[src/rtl/dispatch_unit_pkg.sv]
// dispatch_unit_pkg: shared widths, types and constants for the dispatch slice.
// Replaces the legacy def.v macro header (OPENUM_TYPE, ROB_INDEX_TYPE,
// DATA_TYPE, ADDR_TYPE, REG_NUM, TRUE/FALSE).
package dispatch_unit_pkg;

   localparam int unsigned REG_NUM_DEF   = 32;
   localparam int unsigned REG_IDX_W     = 5;
   localparam int unsigned ROB_IDX_W_DEF = 4;
   localparam int unsigned OP_W          = 6;
   localparam int unsigned DATA_W        = 32;
   localparam int unsigned ADDR_W        = 32;

   localparam logic TRUE  = 1'b1;
   localparam logic FALSE = 1'b0;

   typedef logic [OP_W-1:0]      openum_t;
   typedef logic [DATA_W-1:0]    data_t;
   typedef logic [ADDR_W-1:0]    addr_t;
   typedef logic [REG_IDX_W-1:0] reg_idx_t;

   // Issue destination of a decoded instruction.
   typedef enum logic {
      TGT_RS  = 1'b0,
      TGT_LSB = 1'b1
   } target_e;

endpackage

[src/rtl/dispatch_unit_regfile.sv]
// regfile_tag_table: architectural register values plus the register-status
// (rename) table. A tag of 0 means the register value is architectural.
//   clk_i, rst_ni         : clock, synchronous active-low reset
//   en_i                  : global enable; when low nothing changes
//   flush_i               : clear every tag (commit value write still happens)
//   rs1_i/rs2_i           : read addresses -> *_val_o (value), *_tag_o (tag)
//   ren_we_i/rd/tag       : rename write, tag[rd] <= tag
//   cm_we_i/rd/val/tag    : commit write, value always, tag cleared on match
module regfile_tag_table
   import dispatch_unit_pkg::*;
#(
   parameter int unsigned REG_NUM   = REG_NUM_DEF,
   parameter int unsigned ROB_IDX_W = ROB_IDX_W_DEF
) (
   input  logic                 clk_i,
   input  logic                 rst_ni,
   input  logic                 en_i,
   input  logic                 flush_i,
   input  logic [REG_IDX_W-1:0] rs1_i,
   input  logic [REG_IDX_W-1:0] rs2_i,
   output logic [DATA_W-1:0]    rs1_val_o,
   output logic [DATA_W-1:0]    rs2_val_o,
   output logic [ROB_IDX_W-1:0] rs1_tag_o,
   output logic [ROB_IDX_W-1:0] rs2_tag_o,
   input  logic                 ren_we_i,
   input  logic [REG_IDX_W-1:0] ren_rd_i,
   input  logic [ROB_IDX_W-1:0] ren_tag_i,
   input  logic                 cm_we_i,
   input  logic [REG_IDX_W-1:0] cm_rd_i,
   input  logic [DATA_W-1:0]    cm_val_i,
   input  logic [ROB_IDX_W-1:0] cm_tag_i
);

   data_t                regs_q [REG_NUM];
   logic [ROB_IDX_W-1:0] tags_q [REG_NUM];

   logic cm_write;
   logic ren_write;
   logic cm_clear_tag;

   assign cm_write  = cm_we_i && (cm_rd_i != '0);
   assign ren_write = ren_we_i && (ren_rd_i != '0);

   // Only the producer named by the tag may release it, and a rename of the
   // same register in this cycle takes precedence over the release.
   assign cm_clear_tag = cm_write && (tags_q[cm_rd_i] == cm_tag_i) &&
                         !(ren_write && (ren_rd_i == cm_rd_i));

   assign rs1_val_o = regs_q[rs1_i];
   assign rs2_val_o = regs_q[rs2_i];
   assign rs1_tag_o = tags_q[rs1_i];
   assign rs2_tag_o = tags_q[rs2_i];

   always_ff @(posedge clk_i) begin
      if (!rst_ni) begin
         for (int unsigned i = 0; i < REG_NUM; i++) begin
            regs_q[i] <= '0;
            tags_q[i] <= '0;
         end
      end else if (en_i) begin
         if (cm_write) begin
            regs_q[cm_rd_i] <= cm_val_i;
         end
         if (flush_i) begin
            for (int unsigned i = 0; i < REG_NUM; i++) begin
               tags_q[i] <= '0;
            end
         end else begin
            if (cm_clear_tag) begin
               tags_q[cm_rd_i] <= '0;
            end
            if (ren_write) begin
               tags_q[ren_rd_i] <= ren_tag_i;
            end
         end
      end
   end

endmodule

[src/rtl/dispatch_unit.sv]
// dispatch_unit: accepts one decoded instruction per cycle, allocates a ROB
// entry, resolves both source operands to a value or ROB dependency tag, and
// issues a registered bundle to the reservation station or load/store buffer.
// ROB tag 0 means "no dependency".
//   clk_in, rst_in (sync, active-low), rdy_in (global enable), clr_in (flush)
//   iq_*            : decoded instruction in, iq_ready = accepted this cycle
//   rob_*           : ROB state / value-query port, issue_rob_* allocation
//   alu_*, lsb_*    : result broadcasts; commit_* : ROB commit
//   rs_full/lsb_full: back-end occupancy
//   issue_*         : registered bundle, issue_rs_ready/issue_lsb_ready pulse
module dispatch_unit
   import dispatch_unit_pkg::*;
#(
   parameter int unsigned REG_NUM   = REG_NUM_DEF,
   parameter int unsigned ROB_IDX_W = ROB_IDX_W_DEF
) (
   input  logic                 clk_in,
   input  logic                 rst_in,
   input  logic                 rdy_in,
   input  logic                 clr_in,
   input  logic                 iq_valid,
   input  logic [OP_W-1:0]      iq_op,
   input  logic [4:0]           iq_rd,
   input  logic [4:0]           iq_rs1,
   input  logic [4:0]           iq_rs2,
   input  logic [31:0]          iq_imm,
   input  logic [31:0]          iq_PC,
   input  logic                 iq_is_ls,
   output logic                 iq_ready,
   input  logic                 rob_full,
   input  logic [ROB_IDX_W-1:0] rob_next_index,
   input  logic                 rob_rs1_ready,
   input  logic                 rob_rs2_ready,
   input  logic [31:0]          rob_rs1_val,
   input  logic [31:0]          rob_rs2_val,
   output logic [ROB_IDX_W-1:0] rob_rs1_query,
   output logic [ROB_IDX_W-1:0] rob_rs2_query,
   output logic                 issue_rob_valid,
   output logic [4:0]           issue_rob_rd,
   output logic [OP_W-1:0]      issue_rob_op,
   output logic [31:0]          issue_rob_PC,
   input  logic                 alu_ready,
   input  logic [ROB_IDX_W-1:0] alu_rob_index,
   input  logic [31:0]          alu_result,
   input  logic                 lsb_ready,
   input  logic [ROB_IDX_W-1:0] lsb_rob_index,
   input  logic [31:0]          lsb_result,
   input  logic                 commit_valid,
   input  logic [4:0]           commit_rd,
   input  logic [31:0]          commit_val,
   input  logic [ROB_IDX_W-1:0] commit_rob_index,
   input  logic                 rs_full,
   input  logic                 lsb_full,
   output logic                 issue_rs_ready,
   output logic [ROB_IDX_W-1:0] issue_rob_index,
   output logic [OP_W-1:0]      issue_op,
   output logic [31:0]          issue_rs1_val,
   output logic [ROB_IDX_W-1:0] issue_rs1_depend,
   output logic [31:0]          issue_rs2_val,
   output logic [ROB_IDX_W-1:0] issue_rs2_depend,
   output logic [31:0]          issue_imm,
   output logic [31:0]          issue_PC,
   output logic                 issue_lsb_ready
);

   typedef struct packed {
      data_t                val;
      logic [ROB_IDX_W-1:0] dep;
   } operand_t;

   typedef struct packed {
      logic [ROB_IDX_W-1:0] rob_idx;
      openum_t              op;
      operand_t             src1;
      operand_t             src2;
      data_t                imm;
      addr_t                pc;
   } bundle_t;

   // First matching source wins: x0, architectural value, then the newest
   // forwarding paths (commit, ALU, LSB), then the ROB's stored result.
   function automatic operand_t resolve_operand(
      input reg_idx_t             rs,
      input data_t                rf_val,
      input logic [ROB_IDX_W-1:0] tag,
      input logic                 cm_vld,
      input logic [ROB_IDX_W-1:0] cm_idx,
      input data_t                cm_val,
      input logic                 alu_vld,
      input logic [ROB_IDX_W-1:0] alu_idx,
      input data_t                alu_val,
      input logic                 lsb_vld,
      input logic [ROB_IDX_W-1:0] lsb_idx,
      input data_t                lsb_val,
      input logic                 rob_vld,
      input data_t                rob_val
   );
      operand_t res;
      res = '0;
      if (rs == '0) begin
         res = '0;
      end else if (tag == '0) begin
         res.val = rf_val;
      end else if (cm_vld && (cm_idx == tag)) begin
         res.val = cm_val;
      end else if (alu_vld && (alu_idx == tag)) begin
         res.val = alu_val;
      end else if (lsb_vld && (lsb_idx == tag)) begin
         res.val = lsb_val;
      end else if (rob_vld) begin
         res.val = rob_val;
      end else begin
         res.dep = tag;
      end
      return res;
   endfunction

   data_t                rf_rs1_val;
   data_t                rf_rs2_val;
   logic [ROB_IDX_W-1:0] rf_rs1_tag;
   logic [ROB_IDX_W-1:0] rf_rs2_tag;

   operand_t src1;
   operand_t src2;

   target_e tgt;
   logic    tgt_avail;
   logic    accept;

   logic    rs_rdy_q,  rs_rdy_d;
   logic    lsb_rdy_q, lsb_rdy_d;
   bundle_t bundle_q,  bundle_d;

   regfile_tag_table #(
      .REG_NUM   (REG_NUM),
      .ROB_IDX_W (ROB_IDX_W)
   ) u_regfile (
      .clk_i     (clk_in),
      .rst_ni    (rst_in),
      .en_i      (rdy_in),
      .flush_i   (clr_in),
      .rs1_i     (iq_rs1),
      .rs2_i     (iq_rs2),
      .rs1_val_o (rf_rs1_val),
      .rs2_val_o (rf_rs2_val),
      .rs1_tag_o (rf_rs1_tag),
      .rs2_tag_o (rf_rs2_tag),
      .ren_we_i  (accept),
      .ren_rd_i  (iq_rd),
      .ren_tag_i (rob_next_index),
      .cm_we_i   (commit_valid),
      .cm_rd_i   (commit_rd),
      .cm_val_i  (commit_val),
      .cm_tag_i  (commit_rob_index)
   );

   assign tgt = iq_is_ls ? TGT_LSB : TGT_RS;

   // A target that received an issue last cycle is treated as busy: its full
   // flag does not yet reflect that entry.
   always_comb begin
      tgt_avail = 1'b0;
      unique case (tgt)
         TGT_RS:  tgt_avail = !rs_full  && !rs_rdy_q;
         TGT_LSB: tgt_avail = !lsb_full && !lsb_rdy_q;
         default: tgt_avail = 1'b0;
      endcase
   end

   assign accept   = iq_valid && !rob_full && tgt_avail && !clr_in && rdy_in;
   assign iq_ready = accept;

   assign issue_rob_valid = accept;
   assign issue_rob_rd    = iq_rd;
   assign issue_rob_op    = iq_op;
   assign issue_rob_PC    = iq_PC;

   assign rob_rs1_query = rf_rs1_tag;
   assign rob_rs2_query = rf_rs2_tag;

   assign src1 = resolve_operand(iq_rs1, rf_rs1_val, rf_rs1_tag,
                                 commit_valid, commit_rob_index, commit_val,
                                 alu_ready, alu_rob_index, alu_result,
                                 lsb_ready, lsb_rob_index, lsb_result,
                                 rob_rs1_ready, rob_rs1_val);
   assign src2 = resolve_operand(iq_rs2, rf_rs2_val, rf_rs2_tag,
                                 commit_valid, commit_rob_index, commit_val,
                                 alu_ready, alu_rob_index, alu_result,
                                 lsb_ready, lsb_rob_index, lsb_result,
                                 rob_rs2_ready, rob_rs2_val);

   always_comb begin
      rs_rdy_d  = rs_rdy_q;
      lsb_rdy_d = lsb_rdy_q;
      bundle_d  = bundle_q;
      if (rdy_in) begin
         if (clr_in) begin
            rs_rdy_d  = 1'b0;
            lsb_rdy_d = 1'b0;
         end else begin
            rs_rdy_d  = accept && (tgt == TGT_RS);
            lsb_rdy_d = accept && (tgt == TGT_LSB);
            if (accept) begin
               bundle_d.rob_idx = rob_next_index;
               bundle_d.op      = iq_op;
               bundle_d.src1    = src1;
               bundle_d.src2    = src2;
               bundle_d.imm     = iq_imm;
               bundle_d.pc      = iq_PC;
            end
         end
      end
   end

   always_ff @(posedge clk_in) begin
      if (!rst_in) begin
         rs_rdy_q  <= 1'b0;
         lsb_rdy_q <= 1'b0;
         bundle_q  <= '0;
      end else begin
         rs_rdy_q  <= rs_rdy_d;
         lsb_rdy_q <= lsb_rdy_d;
         bundle_q  <= bundle_d;
      end
   end

   assign issue_rs_ready   = rs_rdy_q;
   assign issue_lsb_ready  = lsb_rdy_q;
   assign issue_rob_index  = bundle_q.rob_idx;
   assign issue_op         = bundle_q.op;
   assign issue_rs1_val    = bundle_q.src1.val;
   assign issue_rs1_depend = bundle_q.src1.dep;
   assign issue_rs2_val    = bundle_q.src2.val;
   assign issue_rs2_depend = bundle_q.src2.dep;
   assign issue_imm        = bundle_q.imm;
   assign issue_PC         = bundle_q.pc;

endmodule

[config.mk]
export PLATFORM = sky130hd
export DESIGN_NAME = dispatch_unit
export DESIGN_NICKNAME = d
export VERILOG_FILES = /design/src/rtl/dispatch_unit_pkg.sv /design/src/rtl/dispatch_unit_regfile.sv /design/src/rtl/dispatch_unit.sv
export SDC_FILE = /design/constraint.sdc
export NUM_CORES = 2
export LEC_CHECK = 0
export CAP_MARGIN = 20
export CORE_ASPECT_RATIO = 1.75
export CORE_MARGIN = 3
export CORE_UTILIZATION = 40
export DETAILED_ROUTE_END_ITERATION = 8
export HOLD_SLACK_MARGIN = 0.12
export PLACE_DENSITY_LB_ADDON = 0.08
export REMOVE_ABC_BUFFERS = 1
export SLEW_MARGIN = 20
export SYNTH_ARGS = -nofsm -noshare
export SYNTH_HDL_FRONTEND = slang
export SYNTH_HIERARCHICAL = 1
export SYNTH_SLANG_ARGS = --single-unit
[constraint.sdc]
create_clock -name clk_in -period 6.8 [get_ports clk_in]
set_clock_uncertainty 0.05 [all_clocks]
set_input_delay 1.36 -clock clk_in [delete_from_list [all_inputs] [get_ports clk_in]]
set_output_delay 1.36 -clock clk_in [all_outputs]
set_load 0.01 [all_outputs]
=== Word level (Yosys, flattened, before mapping) ===
Memories as Yosys holds them, arrays and structs flattened.
Cells that the tools add are included.

* Memories: 2
* RAM bits: 1152
* Input port bits: 280
* Logic and storage cells: 176
* Register bits: 148
* Output and inout bits: 201

{| class="wikitable"
|+ Memories
! name !! depth !! width !! read ports !! clocked after memory_dff !! write ports !! RTL line !! RTL
|-
| u_regfile.regs_q || 32 || 32 || 2 || 0 || 32 || dispatch_unit_regfile.sv:34 || <nowiki>data_t regs_q [REG_NUM];</nowiki>
|-
| u_regfile.tags_q || 32 || 4 || 3 || 0 || 32 || dispatch_unit_regfile.sv:35 || <nowiki>logic [ROB_IDX_W-1:0] tags_q [REG_NUM];</nowiki>
|}

* Bitwise gates (word level): 34
* Mux-type cells: 86
* Equal/unequal tests: 8
* Reduce and logical (&&, ||, !) cells: 36

{| class="wikitable"
|+ Operator list
! cell !! number
|-
| $mux 32 || 11
|-
| $mux 4 || 44
|-
| $mux 36 || 2
|-
| $or 1x1->1 || 32
|-
| $reduce_or 32->1 || 1
|-
| $eq 4x4->1 || 7
|-
| $mux 1 || 25
|-
| $logic_and 1x1->1 || 19
|-
| $mux 5 || 3
|-
| $logic_not 5->1 || 2
|-
| $reduce_bool 5->1 || 2
|-
| $logic_not 4->1 || 2
|-
| $reduce_or 4->1 || 2
|-
| $logic_not 1->1 || 7
|-
| $eq 5x5->1 || 1
|-
| $reduce_and 3->1 || 1
|-
| $not 1->1 || 2
|-
| $pmux 1 s2 || 1
|}

=== Depth between registers and ports, before layout ===
* Word-level depth: 17
* Depth in mapped cells: 14
* Gate-level depth less buffers: 9

=== Modules after synthesis ===
The synthesis kept the hierarchy.

{| class="wikitable"
|+ By module, submodules not included
! module !! instances !! seq. area each (µm²) !! cells an instance !! area an instance (µm²)
|-
| regfile_tag_table || 1 || 34593.2 || 3852 || 62760.2
|-
| dispatch_unit || 1 || 2962.8 || 1139 || 9017.4
|}

=== Least setup slack after synthesis ===
No wires, ideal clock.

* Path type: input to register
* From: input port commit_rd[0]
* To: memory u_regfile/regs_q[20][0] (netlist name), enable pin
* Path slack: 1.482 ns
* Arrival: 4.803 ns
* Path buffers: 4
* Cell stages on the path: 7
* Setup time: 0.466 ns
* Data required time: 6.284 ns
* Cells stage by stage: clkbuf_1 buf_4 buf_4 nor2_2 nand3_1 clkbuf_1 o21ai_0

{| class="wikitable"
|+ RTL lines
! what !! RTL line !! RTL
|-
| from (decl) || dispatch_unit.sv:49 || <nowiki>input logic [4:0] commit_rd,</nowiki>
|-
| to (decl) || dispatch_unit_regfile.sv:34 ||
|}

=== Worst setup path in the final report ===
* From: input port iq_rs1[0]
* To: output port rob_rs1_query[1]

* Word-level cells in the longest chain between the ends: 1

{| class="wikitable"
|+ RTL lines
! what !! RTL line !! RTL
|-
| from (decl) || dispatch_unit.sv:24 || <nowiki>input logic [4:0] iq_rs1,</nowiki>
|-
| $mem_v2 32x4 || n/a ||
|-
| to (decl) || dispatch_unit.sv:36 || <nowiki>output logic [ROB_IDX_W-1:0] rob_rs1_query,</nowiki>
|}

No other way between the ends.

==> results.sh <==
export IMPL_status="complete, no violations"
export IMPL_p_sw_w=0.005304
export IMPL_worst_pin_slew_ns=1.119
export IMPL_timing_fmax_mhz=181.5
export IMPL_viasPerCell=6.182
export IMPL_yosys_top_cells_count="edfxtp_1 (1152), and2_1 (1124), mux4_2 (720)"
export IMPL_drive_above_1_share_pct=24.59
export IMPL_die_x_um=326.2
export IMPL_p_seq_share_pct=46.8
export IMPL_drtIter0Drc=5192
export IMPL_post_cts_buffers=0
export IMPL_cts_htree_levels=4
export IMPL_critPathKind="in2out"
export IMPL_path_clk_slew_ns=0.07
export IMPL_synthFlopType="edfxtp_1"
export IMPL_totalWireLength_mm=281.1
export IMPL_cts_sinks=1300
export IMPL_cellPowerDensity_mw_per_mm2=237.5
export IMPL_fill_cells=15537
export IMPL_critPathRequiredTime_ns=5.39
export IMPL_yosysUniqueCellTypes=67
export IMPL_switching_share_pct=26.64
export IMPL_cts_hold_buf=0
export IMPL_post_route_drc_count=0
export IMPL_synth_edf_count=1152
export IMPL_internal_power_w=0.01461
export IMPL_syn_inst=4991
export IMPL_instances_no_fill=7754
export IMPL_min_period_ns=5.508
export IMPL_critPathTopFamily="multiplexers"
export IMPL_worst_path_max_fanout=42
export IMPL_finalHoldViolations=0
export IMPL_row_count=205
export IMPL_post_synth_cell_area_avg_um2=14.38
export IMPL_clockRootBuffer="clkbuf_16"
export IMPL_dr_pass1_iters=5
export IMPL_cp_start_kind="input pin"
export IMPL_numCtsBuffers=143
export IMPL_clock_power_share_pct=38.0
export IMPL_synthArstFlopShare_pct=0
export IMPL_initial_core_util_pct=40.26
export IMPL_hp_class="reg2reg"
export IMPL_die_area_mm2=0.1848
export IMPL_setup_worst_path_end_class="output port"
export IMPL_p_total_w=0.01991
export IMPL_yosysTopAreaCell="edfxtp_1"
export IMPL_critPathSlowestCell="clkdlybuf4s50_1"
export IMPL_rsz0062_at_grt="false"
export IMPL_p_comb_share_pct=15.2
export IMPL_fin_setup_tns_ns=0
export IMPL_grt_pass1_vias=49590
export IMPL_vias=47932
export IMPL_cp_arrival_ns=4.10
export IMPL_synth_seq_cells=1300
export IMPL_vdd_drop_max_mv=0.1800
export IMPL_grt_use_total_pct=30.02
export IMPL_cpMostUsedCell="mux4_2"
export IMPL_fp_dieH_um=566.4
export IMPL_cts_resized=0
export IMPL_seq_area_frac_synth_pct=52.32
export IMPL_grt_start_max_net_pins=119
export IMPL_coreArea_mm2=0.1783
export IMPL_synth_most_common_cell="edfxtp_1"
export IMPL_crit_path_cell_trace="buf_8 > mux4_2 > mux4_2 > mux2_2 > clkdlybuf4s50_1"
export IMPL_cts_tree="built"
export IMPL_gp_congestion=0.8722
export IMPL_synth_area_top_cells="edfxtp_1 (48%), mux4_2 (23%), and2_1 (9.8%)"
export IMPL_fin_crit_sh_pct=81.00
export IMPL_io_buffers=480
export IMPL_drv_cap=0
export IMPL_dp_hpwl_mm=177.1
export IMPL_hold_ws_ns=0.4051
export IMPL_synth_top_area_share_pct=48.19
export IMPL_p_leak_nw=27.90
export IMPL_drtAntennaViolNets=0
export IMPL_overflow=0
export IMPL_slew_viol_final=0
export IMPL_fin_nets=5541
export IMPL_syn_area_mm2=0.07178
export IMPL_r2r_slack_ns=2.75
export IMPL_yosys_warnings=6
export IMPL_cts_buffer_depth=4
export IMPL_routedWlPerCell_um=36.25
export IMPL_worst_path_buf_inv=2
export IMPL_clkLatencyLatePin_ns=0.81
export IMPL_finalSetupViolations=0
export IMPL_cpPeakStageDelay_ns=0.62
export IMPL_area_delta_synth_final_pct=16.83
export IMPL_ios=481
export IMPL_slew_headroom_pct=25.20
export IMPL_antenna_found_initial=29
export IMPL_grt_pass1_wl_mm=389.9
export IMPL_place_inst=7496
[tightest hold or removal path, cell delays in order, from the launching register on]
cell and delay, ns:
dfxtp_1 0.31, nand2_1 0.05, o21ai_1 0.05
[per-stage QoR]
step,util [%],setup WS [ns],cell area [µm²]
finish,47.04,1.292,83860
floorplan,-,1.225,69360
CTS,47.05,1.304,83870
global route,47.03,1.210,83830
global placement,44.62,1.328,79540
detailed placement,44.62,1.307,79540
[area by class of cell]
| class | instances | area [µm²] | area share (%) |
|---|---|---|---|
| Clock buffer | 181 | 3795 | 4.525 |
| Clock inverter | 67 | 534.3 | 0.6371 |
| Multi-Input combinational cell | 3145 | 32450 | 38.70 |
| Inverter | 6 | 23.77 | 0.02835 |
| Sequential cell | 1300 | 37560 | 44.79 |
| Antenna cell | 10 | 25.02 | 0.02984 |
| Tap cell | 2380 | 2978 | 3.551 |
| Timing Repair Buffer | 665 | 6495 | 7.745 |
[layer usage]
metal  global-route usage (%)  part of all wire (%)  vias up
met5                        0                 0.018        -
met4                    13.95                   5.3        8
met3                    5.399                   7.5      682
met2                    53.73                    52     2577
met1                    34.72                    35    25017
li1                         -                     -    19648
[cell usage in the layout, fill, tap and decap left out, drive strengths merged, types with 12 or more instances in the layout]
cell type / synthesis / final
a22oi: 64 / 64
a21boi: 77 / 77
dfxtp: 148 / 148
edfxtp: 1152 / 1152
mux4: 720 / 720
mux2i: 94 / 94
and3: 35 / 35
o31ai: 127 / 127
buf: 183 / 206
and2: 1126 / 1126
nand2: 338 / 338
inv: 6 / 12
a311oi: 31 / 31
nor2: 103 / 103
xnor2: 12 / 12
a21oi: 34 / 34
mux2: 72 / 72
nor3b: 30 / 30
clkdlybuf4s50: 0 / 459
conb: 1 / 36
clkbuf: 392 / 181
o21ai: 39 / 39
o22ai: 67 / 67
a2111oi: 31 / 31
clkinv: 0 / 45
xor2: 16 / 16
[registers in the layout, summed over array words and instances (netlist names), 4 cells and up]
register          cells
issue_rs1_val        32
issue_rs2_depend      4
issue_rs2_val        32
issue_op              6
u_regfile/tags_q    128
issue_rob_index       4
issue_PC             32
u_regfile/regs_q   1024
issue_imm            32
issue_rs1_depend      4
[final timing paths]
| path | startpoint | to | cells past startpoint |
|---|---|---|---|
| max | iq_rs1[0] | rob_rs1_query[1] | 5 |
| min | issue_rs1_depend[0]$_SDFFE_PN0P_ | issue_rs1_depend[0]$_SDFFE_PN0P_ | 2 |
| max reg2reg | u_regfile/tags_q[18][1]$_SDFFCE_PN0P_ | issue_rs2_val[7]$_SDFFE_PN0P_ | 8 |
| min reg2reg | issue_rs1_depend[0]$_SDFFE_PN0P_ | issue_rs1_depend[0]$_SDFFE_PN0P_ | 2 |
[logic make-up after synthesis]
| group | after synthesis | synth area share, % |
|---|---|---|
| AND/OR/NAND/NOR | 1710 | 13.61 |
| flip-flops | 1300 | 52.32 |
| multiplexers | 886 | 25.03 |
| buffers and inverters | 581 | 3.580 |
| AO/OA/AOI/OAI | 485 | 5.111 |
| XOR/XNOR | 28 | 0.3417 |
| other | 1 | 0.005224 |
[power by group through the flow]
stage | clock network, W | logic, W | registers (W)
4_1_cts | 0.00772 | 0.00302 | 0.00931
5_1_grt | 0.00799 | 0.00313 | 0.00935
6_report | 0.00757 | 0.00303 | 0.00931
3_5_place_dp | 0 | 0.00301 | 0.00948
3_3_place_gp | 0 | 0.00301 | 0.00945
2_1_floorplan | 0 | 0.00145 | 0.00939
Note: power is estimated with default switching activity, not from simulation.
